[config.mk]
export PLATFORM = sky130hd
export DESIGN_NAME = pipelined_adder
export DESIGN_NICKNAME = d
export VERILOG_FILES = /design/src/rtl/pipelined_adder_pkg.sv /design/src/rtl/pipelined_adder_slice.sv /design/src/rtl/pipelined_adder.sv
export SDC_FILE = /design/constraint.sdc
export NUM_CORES = 1
export LEC_CHECK = 0
export ABC_CLOCK_PERIOD_IN_PS = 7900
export CAP_MARGIN = 20
export CORE_MARGIN = 2
export CORE_UTILIZATION = 55
export CTS_CLUSTER_SIZE = 28
export DETAILED_ROUTE_END_ITERATION = 16
export PLACE_DENSITY = 0.78
export SETUP_SLACK_MARGIN = 0.15
export SLEW_MARGIN = 10
export SYNTH_ARGS = -nofsm -noshare
export SYNTH_HDL_FRONTEND = slang
export SYNTH_SLANG_ARGS = --single-unit
[constraint.sdc]
create_clock -name clk -period 7.9 [get_ports clk]
set_input_delay 1.185 -clock clk [delete_from_list [all_inputs] [get_ports clk]]
set_output_delay 1.185 -clock clk [all_outputs]
set_load 0.01 [all_outputs]
[src/rtl/pipelined_adder_pkg.sv]
// Shared constants and helpers for the pipelined adder.
package pipelined_adder_pkg;

  localparam logic MODE_ADD = 1'b0;
  localparam logic MODE_SUB = 1'b1;

  // Width of one carry slice; the top module rejects widths that do not divide evenly.
  function automatic int unsigned slice_width(input int unsigned data_width,
                                              input int unsigned stages);
    return (stages == 0) ? 0 : data_width / stages;
  endfunction

endpackage

[src/rtl/pipelined_adder_slice.sv]
// One registered W-bit carry slice of the pipelined adder.
module pipelined_adder_slice #(
  parameter int unsigned W      = 8,
  parameter bit          HAS_OV = 1'b0
) (
  input  logic         clk,
  input  logic         rst,
  input  logic         en,
  input  logic [W-1:0] a,
  input  logic [W-1:0] b,
  input  logic         cin,
  output logic [W-1:0] s,
  output logic         cout,
  output logic         ov
);

  logic [W:0] sum_c;

  assign sum_c = {1'b0, a} + {1'b0, b} + (W+1)'(cin);

  // Sum and carry register; holds while the pipeline is frozen.
  always_ff @(posedge clk) begin
    if (rst) begin
      s    <= '0;
      cout <= 1'b0;
    end else if (en) begin
      s    <= sum_c[W-1:0];
      cout <= sum_c[W];
    end
  end

  if (HAS_OV) begin : g_ov
    logic c_msb;

    // Carry into the MSB recovered from the sum bit and both operand bits.
    assign c_msb = sum_c[W-1] ^ a[W-1] ^ b[W-1];

    // Signed overflow register: carry into MSB differs from carry out of MSB.
    always_ff @(posedge clk) begin
      if (rst) begin
        ov <= 1'b0;
      end else if (en) begin
        ov <= c_msb ^ sum_c[W];
      end
    end
  end else begin : g_no_ov
    // Only the most significant slice sees the sign bit.
    assign ov = 1'b0;
  end

endmodule

[src/rtl/pipelined_adder.sv]
// Pipelined ripple adder: one carry slice per clock, valid/ready flow control with full freeze on stall.
module pipelined_adder
  import pipelined_adder_pkg::*;
#(
  parameter int unsigned DATA_WIDTH = 32,
  parameter int unsigned STAGES     = 4
) (
  input  logic                  clk,
  input  logic                  rst,
  input  logic                  in_valid,
  output logic                  in_ready,
  input  logic [DATA_WIDTH-1:0] A,
  input  logic [DATA_WIDTH-1:0] B,
  input  logic                  CI,
  input  logic                  SUB,
  output logic                  out_valid,
  input  logic                  out_ready,
  output logic [DATA_WIDTH-1:0] O,
  output logic                  CO,
  output logic                  OV
);

  localparam int unsigned W = slice_width(DATA_WIDTH, STAGES);

  if (STAGES == 0 || STAGES > DATA_WIDTH || (DATA_WIDTH % STAGES) != 0) begin : g_bad_params
    $error("pipelined_adder: DATA_WIDTH (%0d) must be a positive multiple of STAGES (%0d)",
           DATA_WIDTH, STAGES);
  end

  logic                  stall;
  logic [DATA_WIDTH-1:0] b_x;
  logic [DATA_WIDTH-1:0] a_sk;
  logic [DATA_WIDTH-1:0] b_sk;
  logic [DATA_WIDTH-1:0] sum;
  logic [STAGES-1:0]     vld;
  logic [STAGES-1:0]     cin;
  logic [STAGES-1:0]     cout;
  logic [STAGES-1:0]     ov_v;

  // A result waiting on a busy consumer freezes every stage.
  assign stall     = out_valid & ~out_ready;
  assign in_ready  = ~stall;
  assign out_valid = vld[STAGES-1];
  assign CO        = cout[STAGES-1];
  assign OV        = |ov_v;

  // Operand B inversion for subtract mode.
  always_comb begin
    b_x = B;
    case (SUB)
      MODE_ADD: b_x = B;
      MODE_SUB: b_x = ~B;
      default:  b_x = B;
    endcase
  end

  // Valid chain; bubbles advance as invalid entries unless frozen.
  always_ff @(posedge clk) begin
    if (rst) begin
      vld <= '0;
    end else if (!stall) begin
      vld[0] <= in_valid;
      for (int i = 1; i < int'(STAGES); i++) begin
        vld[i] <= vld[i-1];
      end
    end
  end

  for (genvar k = 0; k < int'(STAGES); k++) begin : g_stage
    localparam int unsigned LO      = k * W;
    localparam int unsigned OUT_DLY = STAGES - 1 - k;

    if (k == 0) begin : g_in_direct
      assign a_sk[LO +: W] = A[LO +: W];
      assign b_sk[LO +: W] = b_x[LO +: W];
      assign cin[k]        = CI;
    end else begin : g_in_skew
      logic [W-1:0] a_sr [k];
      logic [W-1:0] b_sr [k];

      // Delay operand slice k by k cycles so it meets its incoming carry.
      always_ff @(posedge clk) begin
        if (!stall) begin
          a_sr[0] <= A[LO +: W];
          b_sr[0] <= b_x[LO +: W];
          for (int i = 1; i < k; i++) begin
            a_sr[i] <= a_sr[i-1];
            b_sr[i] <= b_sr[i-1];
          end
        end
      end

      assign a_sk[LO +: W] = a_sr[k-1];
      assign b_sk[LO +: W] = b_sr[k-1];
      assign cin[k]        = cout[k-1];
    end

    pipelined_adder_slice #(
      .W      (W),
      .HAS_OV (k == int'(STAGES) - 1)
    ) u_slice (
      .clk  (clk),
      .rst  (rst),
      .en   (~stall),
      .a    (a_sk[LO +: W]),
      .b    (b_sk[LO +: W]),
      .cin  (cin[k]),
      .s    (sum[LO +: W]),
      .cout (cout[k]),
      .ov   (ov_v[k])
    );

    if (OUT_DLY == 0) begin : g_out_direct
      assign O[LO +: W] = sum[LO +: W];
    end else begin : g_out_skew
      logic [W-1:0] o_sr [OUT_DLY];

      // Hold finished low slices until the top slice of the same operation completes.
      always_ff @(posedge clk) begin
        if (rst) begin
          for (int i = 0; i < int'(OUT_DLY); i++) begin
            o_sr[i] <= '0;
          end
        end else if (!stall) begin
          o_sr[0] <= sum[LO +: W];
          for (int i = 1; i < int'(OUT_DLY); i++) begin
            o_sr[i] <= o_sr[i-1];
          end
        end
      end

      assign O[LO +: W] = o_sr[OUT_DLY-1];
    end
  end

endmodule

==> results.json, run 1 <==
{
  "outcome": "complete, no violations",
  "synthesized_instance_count": 569,
  "place.gp.congestion": 0.860,
  "final_number_of_hold_violating_endpoints": 0,
  "placement.cell_area_um2": 8850,
  "power_leakage_nw": 3.90,
  "synth-seq-cells": 185,
  "met3_length_um": 500,
  "crit_path_max_cell_delay_ps": 760,
  "layout.nets": 761,
  "grtUsageTotal": 0.187,
  "viasPerCell": 5.43,
  "htreeDepth": 4,
  "ant_nets": 0,
  "grt_setup_unrepaired": "no",
  "final-setup-viol-count": 0,
  "worstMarginPinSlew_ps": 954,
  "async_reset_ff_frac": 0,
  "max-vdd-ir-drop_mv": 0.169,
  "floorplan.core_area_um2": 13800,
  "maxClockFrequency_mhz": 217,
  "grt.overflow.total": 0,
  "ys_top_cells_by_area": "sky130_fd_sc_hd__edfxtp_1 (56%), sky130_fd_sc_hd__dfxtp_1 (11%), sky130_fd_sc_hd__ha_1 (4.5%), sky130_fd_sc_hd__xor2_1 (4.3%), sky130_fd_sc_hd__and3_1 (4.0%)",
  "cts-root-buf": "sky130_fd_sc_hd__clkbuf_16",
  "slew_viols_final": 0,
  "critPathMaxFanout": 64,
  "finalCoreUtilization": 0.685,
  "drt_drc_violations_left": 0,
  "main_synth_ff_type": "sky130_fd_sc_hd__edfxtp_1",
  "area_growth_pct": 22.2,
  "syn_nets": 675,
  "synthesis.yosys.warnings": 0,
  "finClkSkew_ps": 8.62,
  "post_synth.cell_area_avg_um2": 13.6,
  "fraction_of_layout_instances_using_a_drive_strength_above_1": 0.0675,
  "row_count": 43,
  "worst_ep_required_time_ps": 6710,
  "netlist_top_cells_count": "sky130_fd_sc_hd__edfxtp_1 (144), sky130_fd_sc_hd__and3_1 (49), sky130_fd_sc_hd__nand2_1 (44)",
  "yosysUniqueCellTypes": 44,
  "dr.pass1.iters": 5,
  "power-per-cell-area_nw_per_um2": 252,
  "timing.critical_path.slowest_stage_cell": "sky130_fd_sc_hd__nor2b_4",
  "length_of_routed_met2_wiring_um": 7120,
  "postRouteWirelength_um": 13300,
  "synth.cell_area_um2": 7750,
  "hold_buffers": 0,
  "detail_route.iter0.violations": 371,
  "critical_path.most_common_cell": "sky130_fd_sc_hd__clkdlybuf4s50_1",
  "cts_sinks": 185,
  "finish.instance_area_um2": 9480,
  "slew_headroom": 0.363,
  "clock_tree.buffer_depth": 2,
  "port_buffers": 105,
  "tritoncts_clock_tree": "built",
  "vias_after_detailed_routing": 4600,
  "dp_worst_setup_slack_ps": 3300,
  "synthDominantCellAreaShare": 0.558,
  "initial_utilization": 0.561,
  "diodes": 0,
  "worst_skew_pair.late_latency_ps": 420,
  "dieArea_um2": 15100,
  "wirelength_met1_um": 5350,
  "finalWorstPathRequiredPeriod_ps": 4600,
  "highest-signal-layer": "met4",
  "post-route-worst-setup-slack_ps": 3300,
  "post-synth-top-count-cell": "sky130_fd_sc_hd__edfxtp_1",
  "grt_first_pass_wirelength_um": 21300,
  "min_period_over_period": 0.583,
  "setup-tns-final_ps": 0,
  "fillerInstances": 903,
  "crit_path_end_kind": "output pin",
  "post-synth-top-area-cell": "sky130_fd_sc_hd__edfxtp_1",
  "worstPathArrival_ps": 3420,
  "post-cts-setup-buffer-count": 0,
  "pin_count": 106,
  "antenna_violations_before_repair": 0,
  "number_of_flops_mapped_to_enable_cells_by_yosys": 144,
  "x_dimension_of_the_die_um": 123,
  "post_cts.resized_instances": 0,
  "die_height_um": 123,
  "place_hpwl_um": 8670,
  "hp-class": "reg -> reg",
  "tritoncts.num_buffers": 17,
  "route.detailed.wl_per_inst_um": 15.7,
  "clk_transition_reported_paths_ps": 60,
  "via_count_of_the_first_global_routing_pass": 4565,
  "ys_seq_area_frac": 0.663,
  "max-cap-violations": 0,
  "critPathLaunchType": "primary input",
  "timing_worst_setup_path_type": "in -> out",
  "crit_path_cells": "clkdlybuf4s50_1 -> nor2b_4 -> inv_6 -> clkdlybuf4s50_1",
  "pin_count_of_the_biggest_net_entering_global_routing": 120
}
## flip-flops by register name (all words and copies together) (netlist names)
name,count
g_stage.g_in_skew.b_sr,48
g_stage.u_slice.cout,4
g_stage.u_slice.s,32
g_stage.g_in_skew.a_sr,48
vld,4
g_stage.u_slice.ov,1
g_stage.g_out_skew.o_sr,48
## per-layer routing
layer / global-route usage / vias up
met4: 0.0905 / 0
li1: - / 2231
met3: 0.0474 / 24
met5: 0 / -
met2: 0.320 / 120
met1: 0.218 / 2225
## final timing paths
check                                 endpoint  slack, ps  cells past startpoint                             from
max                                   in_ready       3300                      4                        out_ready
min           g_stage[3].g_in_skew.b_sr[0][16]        420                      0  g_stage[3].g_in_skew.b_sr[0][8]
max reg2reg  g_stage[0].g_out_skew.o_sr[0][20]       5000                      4                           vld[3]
min reg2reg   g_stage[3].g_in_skew.b_sr[0][16]        420                      0  g_stage[3].g_in_skew.b_sr[0][8]
## through the flow
step / std cells / hold WS, ps / power, mW
global route: 847 / 420 / 2.49
global placement: 814 / 402 / 1.54
floorplan: 569 / 400 / 1.42
finish: 847 / 416 / 2.39
CTS: 846 / 415 / 2.40
detailed placement: 815 / 405 / 1.56
## final cells by class
type                       count  area [um2]  area share
sequential                   185        5140       0.543
multi-input combinational    323        2310       0.244
timing repair buffer         110        1120       0.119
clock buffer                  17         425      0.0449
tap                          180         225      0.0238
clock inverter                14         171      0.0181
inverter                      18        72.6     0.00766
## cells in the final DEF, fill, tap and decap left out, types with 4 or more instances in the layout
cell type	count
sky130_fd_sc_hd__a211oi_1	11
sky130_fd_sc_hd__a21o_1	9
sky130_fd_sc_hd__a21oi_1	33
sky130_fd_sc_hd__and3_1	49
sky130_fd_sc_hd__clkbuf_16	17
sky130_fd_sc_hd__clkdlybuf4s50_1	104
sky130_fd_sc_hd__dfxtp_1	41
sky130_fd_sc_hd__edfxtp_1	144
sky130_fd_sc_hd__fa_1	8
sky130_fd_sc_hd__ha_1	28
sky130_fd_sc_hd__inv_1	16
sky130_fd_sc_hd__inv_6	4
sky130_fd_sc_hd__mux2i_1	4
sky130_fd_sc_hd__nand2_1	44
sky130_fd_sc_hd__nand3_1	5
sky130_fd_sc_hd__nor2_1	21
sky130_fd_sc_hd__nor2b_1	5
sky130_fd_sc_hd__o21a_1	4
sky130_fd_sc_hd__o21ai_0	13
sky130_fd_sc_hd__o22ai_1	5
sky130_fd_sc_hd__xnor2_1	11
sky130_fd_sc_hd__xor2_1	38
## power by group
| part | internal, mW | switching, mW |
|---|---|---|
| combinational | 0.179 | 0.163 |
| sequential | 1.16 | 0.0433 |
| clock | 0.498 | 0.351 |
## logic make-up after synthesis
| logic type | share of synthesized area |
|---|---|
| AOI/OAI and AO/OA | 0.0750 |
| xor gates and xnor gates | 0.0553 |
| adders and majority gates | 0.0658 |
| buffers and inverters | 0.0392 |
| DFF | 0.663 |
| muxes | 0.00516 |
| and+or+nand+nor | 0.0960 |
## worst max-delay path: cells and delay by family
family	cells	cell delay (ps)
buffers and inverters	3	1440
and+or+nand+nor	1	760
(Power assumes the default switching activity.)
==> run 2: changes to the inputs <==
ABC_CLOCK_PERIOD_IN_PS = 4710   (was 7900)
clock period = 4.71 ns   (was 7.9 ns; I/O delays follow)
==> run 2 against run 1 <==
  * Power grew 63%
  * Largest power group unchanged
  * Via count fell by 1.9%
  * Register-to-register slack lost 2700 ps
  * Non-clock buffer count unchanged
  * Sequential power increased by 68%
  * Critical endpoint unchanged
  * Clock-buffer cell count rose by 6
  * Worst hold slack worse by 3.4 ps
==> results.json, run 2 (same netlist as run 1, synthesis figures left out) <==
{
  "outcome": "complete, no violations",
  "power.share.sequential": 0.519,
  "postRouteWirelength_um": 13400,
  "power.share.switching": 0.232,
  "cts-root-buf": "sky130_fd_sc_hd__clkbuf_16",
  "max-cap-violations": 0,
  "whs_ps": 413,
  "min_period_over_period": 0.682,
  "critPathMaxFanout": 111,
  "maxClockFrequency_mhz": 312,
  "clock_tree.buffer_depth": 2,
  "x_dimension_of_the_die_um": 123,
  "fraction_of_layout_instances_using_a_drive_strength_above_1": 0.0689,
  "max-vdd-ir-drop_mv": 0.300,
  "finalWorstPathRequiredPeriod_ps": 3210,
  "final-setup-viol-count": 0,
  "hp-class": "reg -> reg",
  "post-route-worst-setup-slack_ps": 1500,
  "grt_first_pass_wirelength_um": 21200,
  "detail_route.iter0.violations": 284,
  "floorplan.core_area_um2": 13800,
  "critPathLaunchType": "primary input",
  "dieArea_um2": 15100,
  "vias_after_detailed_routing": 4513,
  "grt.overflow.total": 0,
  "finClkSkew_ps": 16.8,
  "drt_drc_violations_left": 0,
  "reg2reg_setup_slack_ps": 2290,
  "numPlacedInstances": 816,
  "timing_worst_setup_path_type": "in -> out",
  "pin_count_of_the_biggest_net_entering_global_routing": 112,
  "fillerInstances": 930,
  "die_height_um": 123,
  "via_count_of_the_first_global_routing_pass": 4521,
  "power-per-cell-area_nw_per_um2": 414,
  "power_total_mw": 3.89,
  "worst_ep_required_time_ps": 4000,
  "antenna_violations_before_repair": 0,
  "largest_registers": "g_stage.g_out_skew.o_sr: 48 flops, g_stage.g_in_skew.a_sr: 48 flops, g_stage.g_in_skew.b_sr: 48 flops",
  "grt_setup_unrepaired": "no",
  "internal_power_mw": 2.99,
  "post_cts.resized_instances": 0,
  "ant_nets": 0,
  "diodes": 0,
  "pin_count": 106,
  "crit_path_end_kind": "output pin",
  "place.gp.congestion": 0.879,
  "place_hpwl_um": 8870,
  "dr.pass1.iters": 4,
  "net-switching-power_mw": 0.900,
  "slew_headroom": 0.375,
  "placement.cell_area_um2": 8840,
  "worst_skew_pair.late_latency_ps": 430,
  "setup-tns-final_ps": 0,
  "most_common_cell_after_layout_fill_and_taps_aside": "sky130_fd_sc_hd__edfxtp_1",
  "viasPerCell": 5.32,
  "clk_transition_reported_paths_ps": 60,
  "grtUsageTotal": 0.186,
  "cts_sinks": 185,
  "final_cell_count_no_fill": 848,
  "htreeDepth": 4,
  "initial_utilization": 0.561,
  "worstMarginPinSlew_ps": 936,
  "clock_power_share": 0.338,
  "layout.nets": 761,
  "final_cell_mix": "sky130_fd_sc_hd__edfxtp_1 (144), sky130_fd_sc_hd__clkdlybuf4s50_1 (104), sky130_fd_sc_hd__and3_1 (49)",
  "power_leakage_nw": 3.88,
  "tritoncts.num_buffers": 17,
  "finish.instance_area_um2": 9400,
  "row_count": 43,
  "area_growth_pct": 21.2,
  "finalCoreUtilization": 0.680,
  "slew_viols_final": 0,
  "worstPathArrival_ps": 2500,
  "port_buffers": 105,
  "tritoncts_clock_tree": "built",
  "hold_buffers": 0,
  "route.detailed.wl_per_inst_um": 15.8,
  "power_frac_comb": 0.143,
  "final_number_of_hold_violating_endpoints": 0,
  "post-cts-setup-buffer-count": 0,
  "dp_worst_setup_slack_ps": 1440
}
==> run 2: changes by cell type in the layout (fill, tap and decap cells not counted) <==
cell	before	now
sky130_fd_sc_hd__buf_16	2	0
sky130_fd_sc_hd__buf_4	3	5
sky130_fd_sc_hd__bufinv_16	3	0
sky130_fd_sc_hd__clkbuf_1	0	1
sky130_fd_sc_hd__clkbuf_8	0	5
sky130_fd_sc_hd__clkinv_1	1	0
sky130_fd_sc_hd__clkinv_2	2	3
sky130_fd_sc_hd__inv_6	4	2
==> run 2: worst paths after layout <==
path	start	to	cells after the start
worst min register to register	g_stage[3].g_in_skew.b_sr[0][15]	g_stage[3].g_in_skew.b_sr[0][23]	0
worst max-delay path	out_ready	in_ready	4
worst min-delay path	g_stage[3].g_in_skew.b_sr[0][15]	g_stage[3].g_in_skew.b_sr[0][23]	0
worst max register to register	g_stage[1].g_in_skew.a_sr[0][0]	g_stage[1].u_slice.s[6]	8
==> run 2: power groups by stage <==
stage          Clock (mW)  Sequential (mW)  Combinational (mW)
2_1_floorplan           0             2.04               0.349
6_report             1.31             2.02               0.557
5_1_grt              1.40             2.03               0.619
3_3_place_gp            0             2.04               0.539
3_5_place_dp            0             2.05               0.555
4_1_cts              1.34             2.02               0.561
==> run 2: layout make-up <==
class                   instances  area (um2)  area share
repair buffers                110        1080       0.115
well taps                     180         225      0.0240
flip-flops and latches        185        5140       0.547
clock buffers                  23         498      0.0530
multi-input cells             323        2310       0.246
clock inverters                 9        65.1     0.00692
inverters                      18        72.6     0.00772
==> run 2: layer usage <==
layer,GRT usage,wire [um],up-vias
met1,0.214,5330,2160
met4,0.0855,198,0
met5,0,0,-
met2,0.331,7310,109
li1,-,-,2232
met3,0.0372,529,12
==> run 2: worst max-delay path: stages <==
cell and delay [ps]:
sky130_fd_sc_hd__clkdlybuf4s50_1 510, sky130_fd_sc_hd__nor2b_4 60, sky130_fd_sc_hd__inv_6 540, sky130_fd_sc_hd__clkdlybuf4s50_1 680
==> run 3: changes to the inputs <==
ABC_CLOCK_PERIOD_IN_PS = 2960   (was 4710)
clock period = 2.96 ns   (was 4.71 ns; I/O delays follow)
==> run 3 against run 2 <==
  * Via count rose by 2.7%
  * Sequential share of layout area fell by 0.53 points
  * Final area rose by 0.98%
  * Clock-buffer cell count did not move
  * Core utilization rose by 0.67 points
  * Sequential power rose by 59%
  * Power rose by 64%
  * Critical endpoint is now g_stage[1].u_slice.s[6]
  * Wire length rose by 3.9%
  * Die area did not move
  * Non-clock buffer count rose by 5
==> results.json, run 3 (same netlist as run 1, synthesis figures left out) <==
{
  "slew_viols_final": 0,
  "finClkSkew_ps": 21.2,
  "clk_transition_reported_paths_ps": 60,
  "pin_count_of_the_biggest_net_entering_global_routing": 89,
  "dr.pass1.iters": 5,
  "post_cts.resized_instances": 0,
  "power-per-cell-area_nw_per_um2": 671,
  "fraction_of_layout_instances_using_a_drive_strength_above_1": 0.0728,
  "viasPerCell": 5.43,
  "initial_utilization": 0.561,
  "grt.overflow.total": 0,
  "postRouteWirelength_um": 13900,
  "route.detailed.wl_per_inst_um": 16.3,
  "antenna_violations_before_repair": 0,
  "clock_tree.buffer_depth": 2,
  "layout.nets": 766,
  "fillerInstances": 948,
  "largest_registers": "g_stage.g_out_skew.o_sr: 48 flops, g_stage.g_in_skew.a_sr: 48 flops, g_stage.g_in_skew.b_sr: 48 flops",
  "die_height_um": 123,
  "grt_first_pass_wirelength_um": 22500,
  "finalWorstPathRequiredPeriod_ps": 2390,
  "tritoncts_clock_tree": "built",
  "drt_drc_violations_left": 0,
  "grt_setup_unrepaired": "no",
  "min_period_over_period": 0.807,
  "hold_buffers": 0,
  "maxClockFrequency_mhz": 418,
  "power_leakage_nw": 3.92,
  "final-setup-viol-count": 0,
  "place_hpwl_um": 9300,
  "worst_ep_required_time_ps": 3320,
  "pin_count": 106,
  "post-cts-setup-buffer-count": 0,
  "final_cell_count_no_fill": 853,
  "detail_route.iter0.violations": 347,
  "tritoncts.num_buffers": 17,
  "diodes": 0,
  "final_number_of_hold_violating_endpoints": 0,
  "setup-tns-final_ps": 0,
  "most_common_cell_after_layout_fill_and_taps_aside": "sky130_fd_sc_hd__edfxtp_1",
  "worst_skew_pair.late_latency_ps": 430,
  "via_count_of_the_first_global_routing_pass": 4712,
  "vias_after_detailed_routing": 4633,
  "ant_nets": 0,
  "critPathMaxFanout": 2,
  "slew_headroom": 0.671,
  "max-vdd-ir-drop_mv": 0.489,
  "place.gp.congestion": 0.924,
  "timing_worst_setup_path_type": "reg -> reg",
  "max-cap-violations": 0,
  "x_dimension_of_the_die_um": 123,
  "worstPathArrival_ps": 2750,
  "numPlacedInstances": 821,
  "critPathLaunchType": "register",
  "final_cell_mix": "sky130_fd_sc_hd__edfxtp_1 (144), sky130_fd_sc_hd__clkdlybuf4s50_1 (104), sky130_fd_sc_hd__and3_1 (49)",
  "reg2reg_setup_slack_ps": 570,
  "floorplan.core_area_um2": 13800,
  "crit_path_end_kind": "register",
  "area_growth_pct": 22.4,
  "hp-class": "reg -> reg",
  "dieArea_um2": 15100,
  "grtUsageTotal": 0.200,
  "cts_sinks": 185,
  "port_buffers": 105,
  "htreeDepth": 4,
  "worstMarginPinSlew_ps": 492,
  "outcome": "complete, no violations",
  "row_count": 43,
  "cts-root-buf": "sky130_fd_sc_hd__clkbuf_16"
}
[run 3: path summary, 6_finish.rpt]
kind,to,cells after the start,from
worst max-delay path,g_stage[1].u_slice.s[6],8,g_stage[1].g_in_skew.a_sr[0][0]
worst min-delay path,g_stage[3].g_in_skew.a_sr[0][23],0,g_stage[3].g_in_skew.a_sr[0][15]
worst max register to register,g_stage[1].u_slice.s[6],8,g_stage[1].g_in_skew.a_sr[0][0]
worst min register to register,g_stage[3].g_in_skew.a_sr[0][23],0,g_stage[3].g_in_skew.a_sr[0][15]
[run 3: cell type report]
cell class	instances	area, um2	area share
sequential	185	5140	0.542
multi-input combinational	323	2310	0.244
timing repair buffer	115	1150	0.121
clock buffer	23	478	0.0503
tap	180	225	0.0237
clock inverter	9	115	0.0121
inverter	18	72.6	0.00764
[run 3: through the flow]
stage	power [mW]	worst slack, ps	hold slack, ps	util	cell area, um2
6_report	6.37	570	415	0.687	9500
4_1_cts	6.41	593	413	0.687	9500
3_5_place_dp	4.17	175	405	0.644	8900
2_1_floorplan	3.80	314	400	-	7750
5_1_grt	6.64	452	424	0.687	9500
3_3_place_gp	4.11	269	401	0.644	8900
[run 3: layer usage]
layer  global-route usage  part of all wire  vias to the layer above
met5                    0                 0                        -
met4                0.101             0.025                        0
met3               0.0488             0.040                       29
met2                0.347              0.54                      122
met1                0.228              0.40                     2240
li1                     -                 -                     2242
[run 3: report_power, final]
part / switching, mW / internal, mW / total [mW]
logic: 0.436 / 0.479 / 0.915
clock network: 0.927 / 1.32 / 2.24
registers: 0.116 / 3.09 / 3.21
[run 3: critical path: stages (launching register included)]
cell and delay (ps):
sky130_fd_sc_hd__edfxtp_1 390, sky130_fd_sc_hd__fa_1 490, sky130_fd_sc_hd__fa_1 420, sky130_fd_sc_hd__a21o_1 180, sky130_fd_sc_hd__a21oi_1 250, sky130_fd_sc_hd__o21ai_0 210
sky130_fd_sc_hd__xor2_1 180, sky130_fd_sc_hd__nand2_1 70, sky130_fd_sc_hd__a21oi_1 140
